--- src/rtl/rst_cipher_ctrl.sv ---
// Sequencing controller for the RST cipher core: key install, plaintext
// streaming, and an output FIFO that buffers ciphertext pairs.
module rst_cipher_ctrl #(
    parameter int FIFO_DEPTH = 4,
    parameter int KEY_WAIT   = 2,
    parameter int CNT_W      = 16
) (
    input  logic             clk,
    input  logic             rst,
    input  logic [95:0]      key_in,
    input  logic             key_load,
    input  logic [7:0]       s_char,
    input  logic             s_valid,
    input  logic             s_last,
    output logic             s_ready,
    output logic [15:0]      m_ctxt,
    output logic             m_err,
    output logic             m_last,
    output logic             m_valid,
    input  logic             m_ready,
    output logic             core_rst_n,
    output logic [95:0]      core_key,
    output logic [7:0]       core_ptxt_char,
    output logic             core_ptxt_valid,
    input  logic [15:0]      core_ctxt,
    input  logic             core_ctxt_ready,
    input  logic             core_err_invalid_ptxt,
    input  logic             core_err_invalid_key,
    output logic             key_ok,
    output logic             key_err,
    output logic             busy,
    output logic [CNT_W-1:0] char_cnt,
    output logic [CNT_W-1:0] err_cnt
);
    localparam int PW = $clog2(FIFO_DEPTH);
    localparam int WW = (KEY_WAIT > 1) ? $clog2(KEY_WAIT) : 1;
    localparam logic [WW-1:0] WAIT_LAST = WW'(KEY_WAIT - 1);

    typedef enum logic [2:0] {
        S_IDLE, S_KEY_RST, S_KEY_WAIT, S_READY, S_STREAM, S_KEY_ERR
    } state_t;

    state_t        state;
    logic [WW-1:0] wait_cnt;
    logic          key_pend;
    logic [95:0]   pend_key;
    logic          ptxt_last;
    logic          resp_exp;
    logic          resp_last;

    logic [17:0]   fifo_mem [FIFO_DEPTH];
    logic [PW-1:0] wr_ptr;
    logic [PW-1:0] rd_ptr;
    logic [PW:0]   fifo_count;
    logic [17:0]   head;

    logic          stream_st;
    logic          inflight_any;
    logic [PW+1:0] occ;
    logic          accept;
    logic          push;
    logic          pop;
    logic          full;

    // Handshake, occupancy and FIFO head decode.
    // In-flight chars are exactly the two pipeline stages: issued (core_ptxt_valid)
    // and awaiting the core response (resp_exp), so no separate counter is kept.
    always_comb begin
        stream_st    = (state == S_READY) || (state == S_STREAM);
        inflight_any = core_ptxt_valid | resp_exp;
        occ          = (PW+2)'(fifo_count) + (PW+2)'(core_ptxt_valid) + (PW+2)'(resp_exp);
        s_ready      = stream_st && !key_load && !key_pend && (occ < (PW+2)'(FIFO_DEPTH));
        accept       = s_valid & s_ready;
        push         = resp_exp & (core_ctxt_ready | core_err_invalid_ptxt);
        m_valid      = (fifo_count != '0);
        pop          = m_valid & m_ready;
        full         = (fifo_count == (PW+1)'(FIFO_DEPTH));
        head         = fifo_mem[rd_ptr];
        m_ctxt       = m_valid ? head[15:0] : '0;
        m_last       = m_valid & head[16];
        m_err        = m_valid & head[17];
        busy         = (state == S_KEY_RST) || (state == S_KEY_WAIT) || inflight_any;
    end

    // Control FSM, issue pipeline and status counters.
    always_ff @(posedge clk or posedge rst) begin
        if (rst) begin
            state           <= S_IDLE;
            wait_cnt        <= '0;
            key_pend        <= 1'b0;
            pend_key        <= '0;
            core_rst_n      <= 1'b0;
            core_key        <= '0;
            core_ptxt_char  <= '0;
            core_ptxt_valid <= 1'b0;
            ptxt_last       <= 1'b0;
            resp_exp        <= 1'b0;
            resp_last       <= 1'b0;
            key_ok          <= 1'b0;
            key_err         <= 1'b0;
            char_cnt        <= '0;
            err_cnt         <= '0;
        end else begin
            core_ptxt_valid <= accept;
            if (accept) begin
                core_ptxt_char <= s_char;
                ptxt_last      <= s_last;
            end
            resp_exp  <= core_ptxt_valid;
            resp_last <= ptxt_last;
            if (accept && (char_cnt != '1))
                char_cnt <= char_cnt + 1'b1;
            if (push && core_err_invalid_ptxt && (err_cnt != '1))
                err_cnt <= err_cnt + 1'b1;

            case (state)
                S_IDLE, S_KEY_ERR: begin
                    if (key_load) begin
                        core_key   <= key_in;
                        core_rst_n <= 1'b0;
                        key_ok     <= 1'b0;
                        key_err    <= 1'b0;
                        state      <= S_KEY_RST;
                    end
                end
                S_KEY_RST: begin
                    core_rst_n <= 1'b1;
                    wait_cnt   <= '0;
                    key_pend   <= 1'b0;
                    char_cnt   <= '0;
                    err_cnt    <= '0;
                    state      <= S_KEY_WAIT;
                end
                S_KEY_WAIT: begin
                    if (wait_cnt == WAIT_LAST) begin
                        key_err <= core_err_invalid_key;
                        key_ok  <= !core_err_invalid_key;
                        state   <= core_err_invalid_key ? S_KEY_ERR : S_READY;
                    end else begin
                        wait_cnt <= wait_cnt + 1'b1;
                    end
                end
                S_READY, S_STREAM: begin
                    if (key_load || key_pend) begin
                        // A reload waits for the pipeline to drain so no issued
                        // rotation is lost mid-flight; the newest key wins.
                        if (!inflight_any) begin
                            core_key   <= key_load ? key_in : pend_key;
                            core_rst_n <= 1'b0;
                            key_ok     <= 1'b0;
                            key_err    <= 1'b0;
                            key_pend   <= 1'b0;
                            state      <= S_KEY_RST;
                        end else begin
                            key_pend <= 1'b1;
                            if (key_load)
                                pend_key <= key_in;
                        end
                    end else if (accept) begin
                        state <= S_STREAM;
                    end else if (push && resp_last && !core_ptxt_valid) begin
                        state <= S_READY;
                    end
                end
                default: state <= S_IDLE;
            endcase
        end
    end

    // FIFO pointers and occupancy; flushed while the core is held in reset.
    always_ff @(posedge clk or posedge rst) begin
        if (rst) begin
            wr_ptr     <= '0;
            rd_ptr     <= '0;
            fifo_count <= '0;
        end else if (state == S_KEY_RST) begin
            wr_ptr     <= '0;
            rd_ptr     <= '0;
            fifo_count <= '0;
        end else begin
            if (push)
                wr_ptr <= wr_ptr + 1'b1;
            if (pop)
                rd_ptr <= rd_ptr + 1'b1;
            fifo_count <= fifo_count + (PW+1)'(push) - (PW+1)'(pop);
        end
    end

    // FIFO storage: error entries carry a zero ciphertext.
    always_ff @(posedge clk) begin
        if (push)
            fifo_mem[wr_ptr] <= {core_err_invalid_ptxt, resp_last,
                                 core_err_invalid_ptxt ? 16'h0000 : core_ctxt};
    end

    a_no_overflow: assert property (@(posedge clk) disable iff (rst) !(push && full && !pop));

endmodule

--- config.mk ---
export PLATFORM = sky130hd
export DESIGN_NAME = rst_cipher_ctrl
export DESIGN_NICKNAME = d
export VERILOG_FILES = /design/src/rtl/rst_cipher_ctrl.sv
export SDC_FILE = /design/constraint.sdc
export NUM_CORES = 1
export LEC_CHECK = 0
export CAP_MARGIN = 20
export CORE_ASPECT_RATIO = 0.7
export CORE_UTILIZATION = 26
export DETAILED_ROUTE_END_ITERATION = 8
export GPL_TIMING_DRIVEN = 0
export PLACE_DENSITY = 0.46
export REMOVE_ABC_BUFFERS = 1
export SETUP_SLACK_MARGIN = 0.15
export SLEW_MARGIN = 20
export SYNTH_ARGS = -nofsm -noshare
export SYNTH_HDL_FRONTEND = slang
export SYNTH_SLANG_ARGS = --single-unit
--- constraint.sdc ---
create_clock -name clk -period 10 [get_ports clk]
set_input_delay 3 -clock clk [delete_from_list [all_inputs] [get_ports clk]]
set_output_delay 3 -clock clk [all_outputs]
set_load 0.02 [all_outputs]
# ---- Word level (Yosys, flattened, before mapping)
# Memories as Yosys holds them, arrays and structs flattened.
# Cells that the tools add are included.
dict set report totals {
  memories 1
  ram_bits 72
  output_inout_bits 161
  ff_bits 251
  input_bits 129
}
dict set report classes {
  magnitude_cmp 1
  bitwise_logic 7
  muxes 39
  n_addsub 9
  n_eq_ne 13
  reduce_logical 35
}
# memory words width read_ports rd_clocked_by_memory_dff write_ports line
set mem_list {}
lappend mem_list {fifo_mem 4 18 1 0 1 51} ;# logic [17:0] fifo_mem [FIFO_DEPTH];
# cell n
set ops {}
lappend ops {{2-to-1 mux 96 bit} 4}
lappend ops {{one-hot mux 96 bit (2 select lines)} 1}
lappend ops {{2-to-1 mux 16 bit} 6}
lappend ops {{adder 16 x 1 -> 16 bit, second input constant} 2}
lappend ops {{inequality test 16 bit, second input constant} 2}
lappend ops {{2-to-1 mux 3 bit} 8}
lappend ops {{nonzero test 2 bit} 7}
lappend ops {{one-hot mux 3 bit (4 select lines)} 1}
lappend ops {{AND reduction 4 bit} 3}
lappend ops {{2-to-1 mux 1 bit} 10}
lappend ops {{one-hot mux 1 bit (3 select lines)} 3}
lappend ops {{nonzero test 3 bit} 3}
lappend ops {{logical AND 1 bit} 8}
lappend ops {{2-to-1 mux 2 bit} 4}
lappend ops {{inequality test 2 bit, second input constant} 4}
lappend ops {{equality test 3 x 2 -> 1 bit, second input constant} 2}
lappend ops {{equality test 3 bit, second input constant} 2}
lappend ops {{bitwise AND 1 bit} 5}
lappend ops {{AND reduction 5 bit} 1}
lappend ops {{adder 2 x 1 -> 2 bit, second input constant} 2}
lappend ops {{adder 3 x 1 -> 4 bit} 1}
lappend ops {{adder 4 x 1 -> 4 bit} 1}
lappend ops {{zero test 1 bit} 4}
lappend ops {{logical OR 1 bit} 4}
lappend ops {{13 further kinds} 16}

# ---- Depth between registers and ports, before layout
dict set report depth {
  word_depth 9
  ltp_mapped 9
}

# ---- Worst setup path before layout
# Ideal clock, no wire load.
dict set report synth_path {
  kind {in2out}
  startpoint {input key_load}
  endpoint {output s_ready}
  path_slack_ns 3.163
  arrival_ns 3.837
  n_path_buf 1
  stages 3
  cell_sequence {clkbuf_1 > a211o_1 > a21oi_1}
}
dict set report synth_via {
  elab_chain_cells 4
}
# element line
set synth_lines {}
lappend synth_lines {{start: declaration} 11} ;# input logic key_load,
lappend synth_lines {{zero test 1 bit} 72} ;# s_ready = stream_st && !key_load && !key_pend && (occ < (PW+2)'(FIFO_DEPTH));
lappend synth_lines {{logical AND 1 bit (3 in series)} 72}
lappend synth_lines {{end: declaration} 15} ;# output logic s_ready,
# No other way between the ends.

# ---- Worst setup path in the final report
# Same ends and word-level chain as after synthesis.

==> results.txt <==
* Util after Layout: between 30% and 40%
- The worst setup path is launched from an input port.
- # IOs: 290
- Yosys mapped a number of flops with a built-in enable equal to 72.
- For the pin with the worst max-slew slack, the measured transition is roughly 1.0 ns.
- Number of buffers created by CTS: 36
- Cts hold-fix bufs: 0
* Maximum number of buffers from clock root to sink: 3
- Number of global-route vias before repair: 9,765
- Skew-Pair Late Insertion Delay: approximately 0.54 ns
- Summed over its instances, the top area cell type makes up 45.2% of the synthesized netlist area.
- Max-cap violations in this run came to 0.
- Of the total power, combinational logic draws 37.8%.
- On the critical path the largest part of the delay comes from buffers and inverters.
- Entering global routing, the biggest net connects 92 pins.
- Among the stages of the critical path, the cell type that occurs most often is clkdlybuf4s50_1.
- The floorplan step defined a core boundary enclosing 52,500 sq um.
* Seq/Total Area, Yosys: 60.8%
- Among all cell types in the netlist, the one instantiated most often is dfrtp_1.
* Critical Path RT: 7.00 ns
* Buffer cell driving the clock tree root: clkbuf_16
* Clock tree sinks: 323
- Cell types with the highest counts after synthesis: 251 x dfrtp_1, 153 x nand2_1, 105 x mux2i_1
* Static leakage: 7.68 nW
- Fraction of power consumed by the clock network: 25.2%
- The number of buffers and inverters on the critical path is 2.
- The critical path goes through clkdlybuf4s50_1, a211o_1, a21oi_1, clkdlybuf4s50_1.
* Total power per unit cell area: 269 nW/um^2
* Avg Cell Area, Syn: 12.6 sq um
- In the routed layout, each cell is associated on average with a via count of between 4 and 5.
- Final slew viol count: 0
- Routability-driven placement congestion ratio: between 0.7 and 0.8
- Count of synthesis-stage warnings from yosys: 0
- Fmax: about 130 MHz
- Fin Clk Skew: 0.00747 ns
- Die width: 278 um
* Number of DRC violations after detailed routing: 0
- In the synthesized netlist the dominant register cell turns out to be dfrtp_1.
- The die covers between 50,000 and 60,000 sq um.
- Port bufs: roughly 290
- Normalized max-slew margin: 30.5%
- The first detailed-routing pass took 5 iterations.
- Global routing finished with a remaining overflow of 0.
- The number of endpoints with negative hold slack in the final report is 0.
* Floorplan die height: 195 um
* Data arrival at the endpoint of the critical path: 4.85 ns
- Start-to-end type of the worst setup path: in2out
- Number of gates given a new drive strength after cts: 0
- The critical path starts at key_load.
* Number of register bits inferred by synthesis: 323
- Area of the mapped netlist: 13,900 sq um
- Worst slack, placed: between 2 and 2.5 ns
- Counting I/O delays and the setup requirement, the final critical path takes approximately 7.9 ns.
* Number of nets still failing antenna checks after routing: 0
* Layout-stage area growth over the synthesis result: 38.2%
- The initial utilization of the core area, before any placement, comes to a little over a quarter.
* Unrepaired setup endpoints after global routing: false
* Overall Global Routing Usage: 13.4%
- Number of DRC markers after the initial detailed-route iteration: 553
- Internal power comes to 3.41 mW.
- At the end of the flow, the number of nets in the layout was between 1,500 and 2,000.
- Clock transition at the registers of the reported paths: 0.06 ns
- The path class of the tightest hold or removal check is reg2reg.
- The worst setup path is captured at an output port.
* Wirelength, routed: around 36 mm
- Top post-synthesis cells by area: dfrtp_1 45%, edfxtp_1 16%, mux2_2 7.9%, mux2i_1 7.6%, nand2_1 4.1%
- The number of setup buffers added after CTS is 0.
* Post-route fraction of the period consumed by the critical path: about 80%
* Cells after synthesis: 1,105
- The flow ran to the end, and the final reports show no timing, DRC or antenna violations.
- The worst hold path begins at ptxt_last$_DFFE_PP0P_.
- Peak VDD IR: 0.150 mV
- Detailed-placement wirelength estimate: ~24 mm
* Fillers: between 5,000 and 6,000
- Global-route wire length before repair: 57.6 mm
* Yosys top cell by area: dfrtp_1
- In the final timing run, aggregate negative setup slack is 0 ns.
- The H-tree was split into 2 levels.
- In the synthesized netlist the async set-or-reset flop fraction comes to 77.7%.
- The initial antenna violation count came to 5.
- The floorplan has 70 rows.
- Number of unique standard cell types used by synthesis: 50
- Summing over every cut layer, the via total after detailed routing is 9,356.
- The largest individual stage delay along the critical path comes from the cell clkdlybuf4s50_1.
- In the final routed layout, each cell accounts on average for 17.1 um.
- Per report_power, the sequential group accounts for a little under two fifths of the total.
- Switching power: 1.76 mW
- Worst-case setup margin in the final layout: 2.15 ns
- Net switching share of the total power: 34.0%
- Worst r2r src: state[0]$_DFFE_PP0P_
- After layout, the design draws a total of 5.17 mW.
- CP max FO: 9
* CTS tree: yes
- Fraction of layout cells with a size suffix above 1: between 10 and 15%
* Maximum cell stage delay along the critical path: 0.69 ns
- Setup violations remaining at the end of the flow were counted as 0.
[layer usage]
metal | routed length [um] | global-route usage, % | up-vias | part of all wire [%]
li1 | - | - | 4509 | -
met3 | 3010 | 5.36 | 55 | 8.4
met4 | 643 | 3.50 | 4 | 1.8
met1 | 16500 | 17.9 | 4586 | 46
met5 | 27 | 0 | - | 0.075
met2 | 15800 | 20.1 | 202 | 44
[power groups by stage]
stage	logic, mW	registers (mW)	clock network (mW)
after floorplan	0.843	2.15	0
after global placement	1.99	1.94	0
after detailed placement	1.99	1.94	0
after CTS	2.00	1.92	1.37
after global routing	2.13	1.97	1.41
final	1.95	1.91	1.30
[sequential cells by signal (all words and copies together), names as in the netlist]
register / count
core_key: 96
pend_key: 96
fifo_mem: 72
char_cnt: 16
err_cnt: 16
core_ptxt_char: 8
fifo_count: 3
state: 3
rd_ptr: 2
wr_ptr: 2
core_ptxt_valid: 1
core_rst_n: 1
key_err: 1
key_ok: 1
key_pend: 1
ptxt_last: 1
resp_exp: 1
resp_last: 1
wait_cnt: 1
[area by class of cell]
class / count / area (sq um) / area share (%)
tap: 684 / 856 / 4.46
sequential: 323 / 8440 / 44.0
clock inverter: 9 / 81.3 / 0.424
timing repair buffer: 315 / 3520 / 18.4
antenna: 2 / 5.00 / 0.0261
clock buffer: 55 / 1060 / 5.54
multi-input combinational: 702 / 5160 / 26.9
inverter: 13 / 56.3 / 0.293
[path summary, 6_finish.rpt]
kind                                       endpoint  slack (ns)  depth (start not counted)
max in group asynchronous  pend_key[88]$_DFFE_PP0P_        6.10                          3
min reg2reg                     resp_last$_DFF_PP0_        0.38                          0
max                                         s_ready        2.15                          4
min in group asynchronous  core_key[47]$_DFFE_PP0P_        2.98                          2
max reg2reg                    state[0]$_DFFE_PP0P_        6.50                          6
min                             resp_last$_DFF_PP0_        0.38                          0
[through the flow]
stage | hold WS [ns] | instance area (sq um) | instances
2_1_floorplan | 0.354 | 13600 | 1038
3_3_place_gp | 0.365 | 17400 | 2011
3_5_place_dp | 0.369 | 18000 | 2037
4_1_cts | 0.378 | 19200 | 2101
5_1_grt | 0.391 | 19200 | 2101
6_report | 0.376 | 19200 | 2103
[logic make-up after synthesis]
| group | Yosys count | synth area share, % |
|---|---|---|
| buf+inv | 80 | 2.33 |
| xor+xnor | 16 | 1.01 |
| mux | 221 | 18.4 |
| flops | 323 | 60.8 |
| fa+ha+maj | 11 | 1.05 |
| compound gates | 156 | 6.31 |
| simple gates | 298 | 10.1 |
[cells in the final DEF, fill, tap and decap left out, types with 5 or more instances in the layout]
cell	synthesis	routed
nand2_1	153	153
inv_1	13	12
edfxtp_1	72	72
xor2_1	5	5
a21oi_1	22	20
mux2i_1	105	104
ha_1	10	10
mux4_2	18	18
nand3_1	9	9
xnor2_1	11	11
and2_1	25	24
nor2b_1	17	17
dfrtp_1	251	250
buf_16	0	20
clkbuf_16	0	37
nor4_1	7	6
o31ai_1	7	7
nor3_1	11	11
or4_1	8	8
clkdlybuf4s50_1	0	288
or3_1	8	8
clkbuf_8	0	7
o21ai_0	102	102
clkinv_2	0	5
mux2_2	98	98
nor2_1	35	35
clkbuf_1	50	11
nand4_1	10	10
No activity file was read; power rests on OpenSTA's default activity.
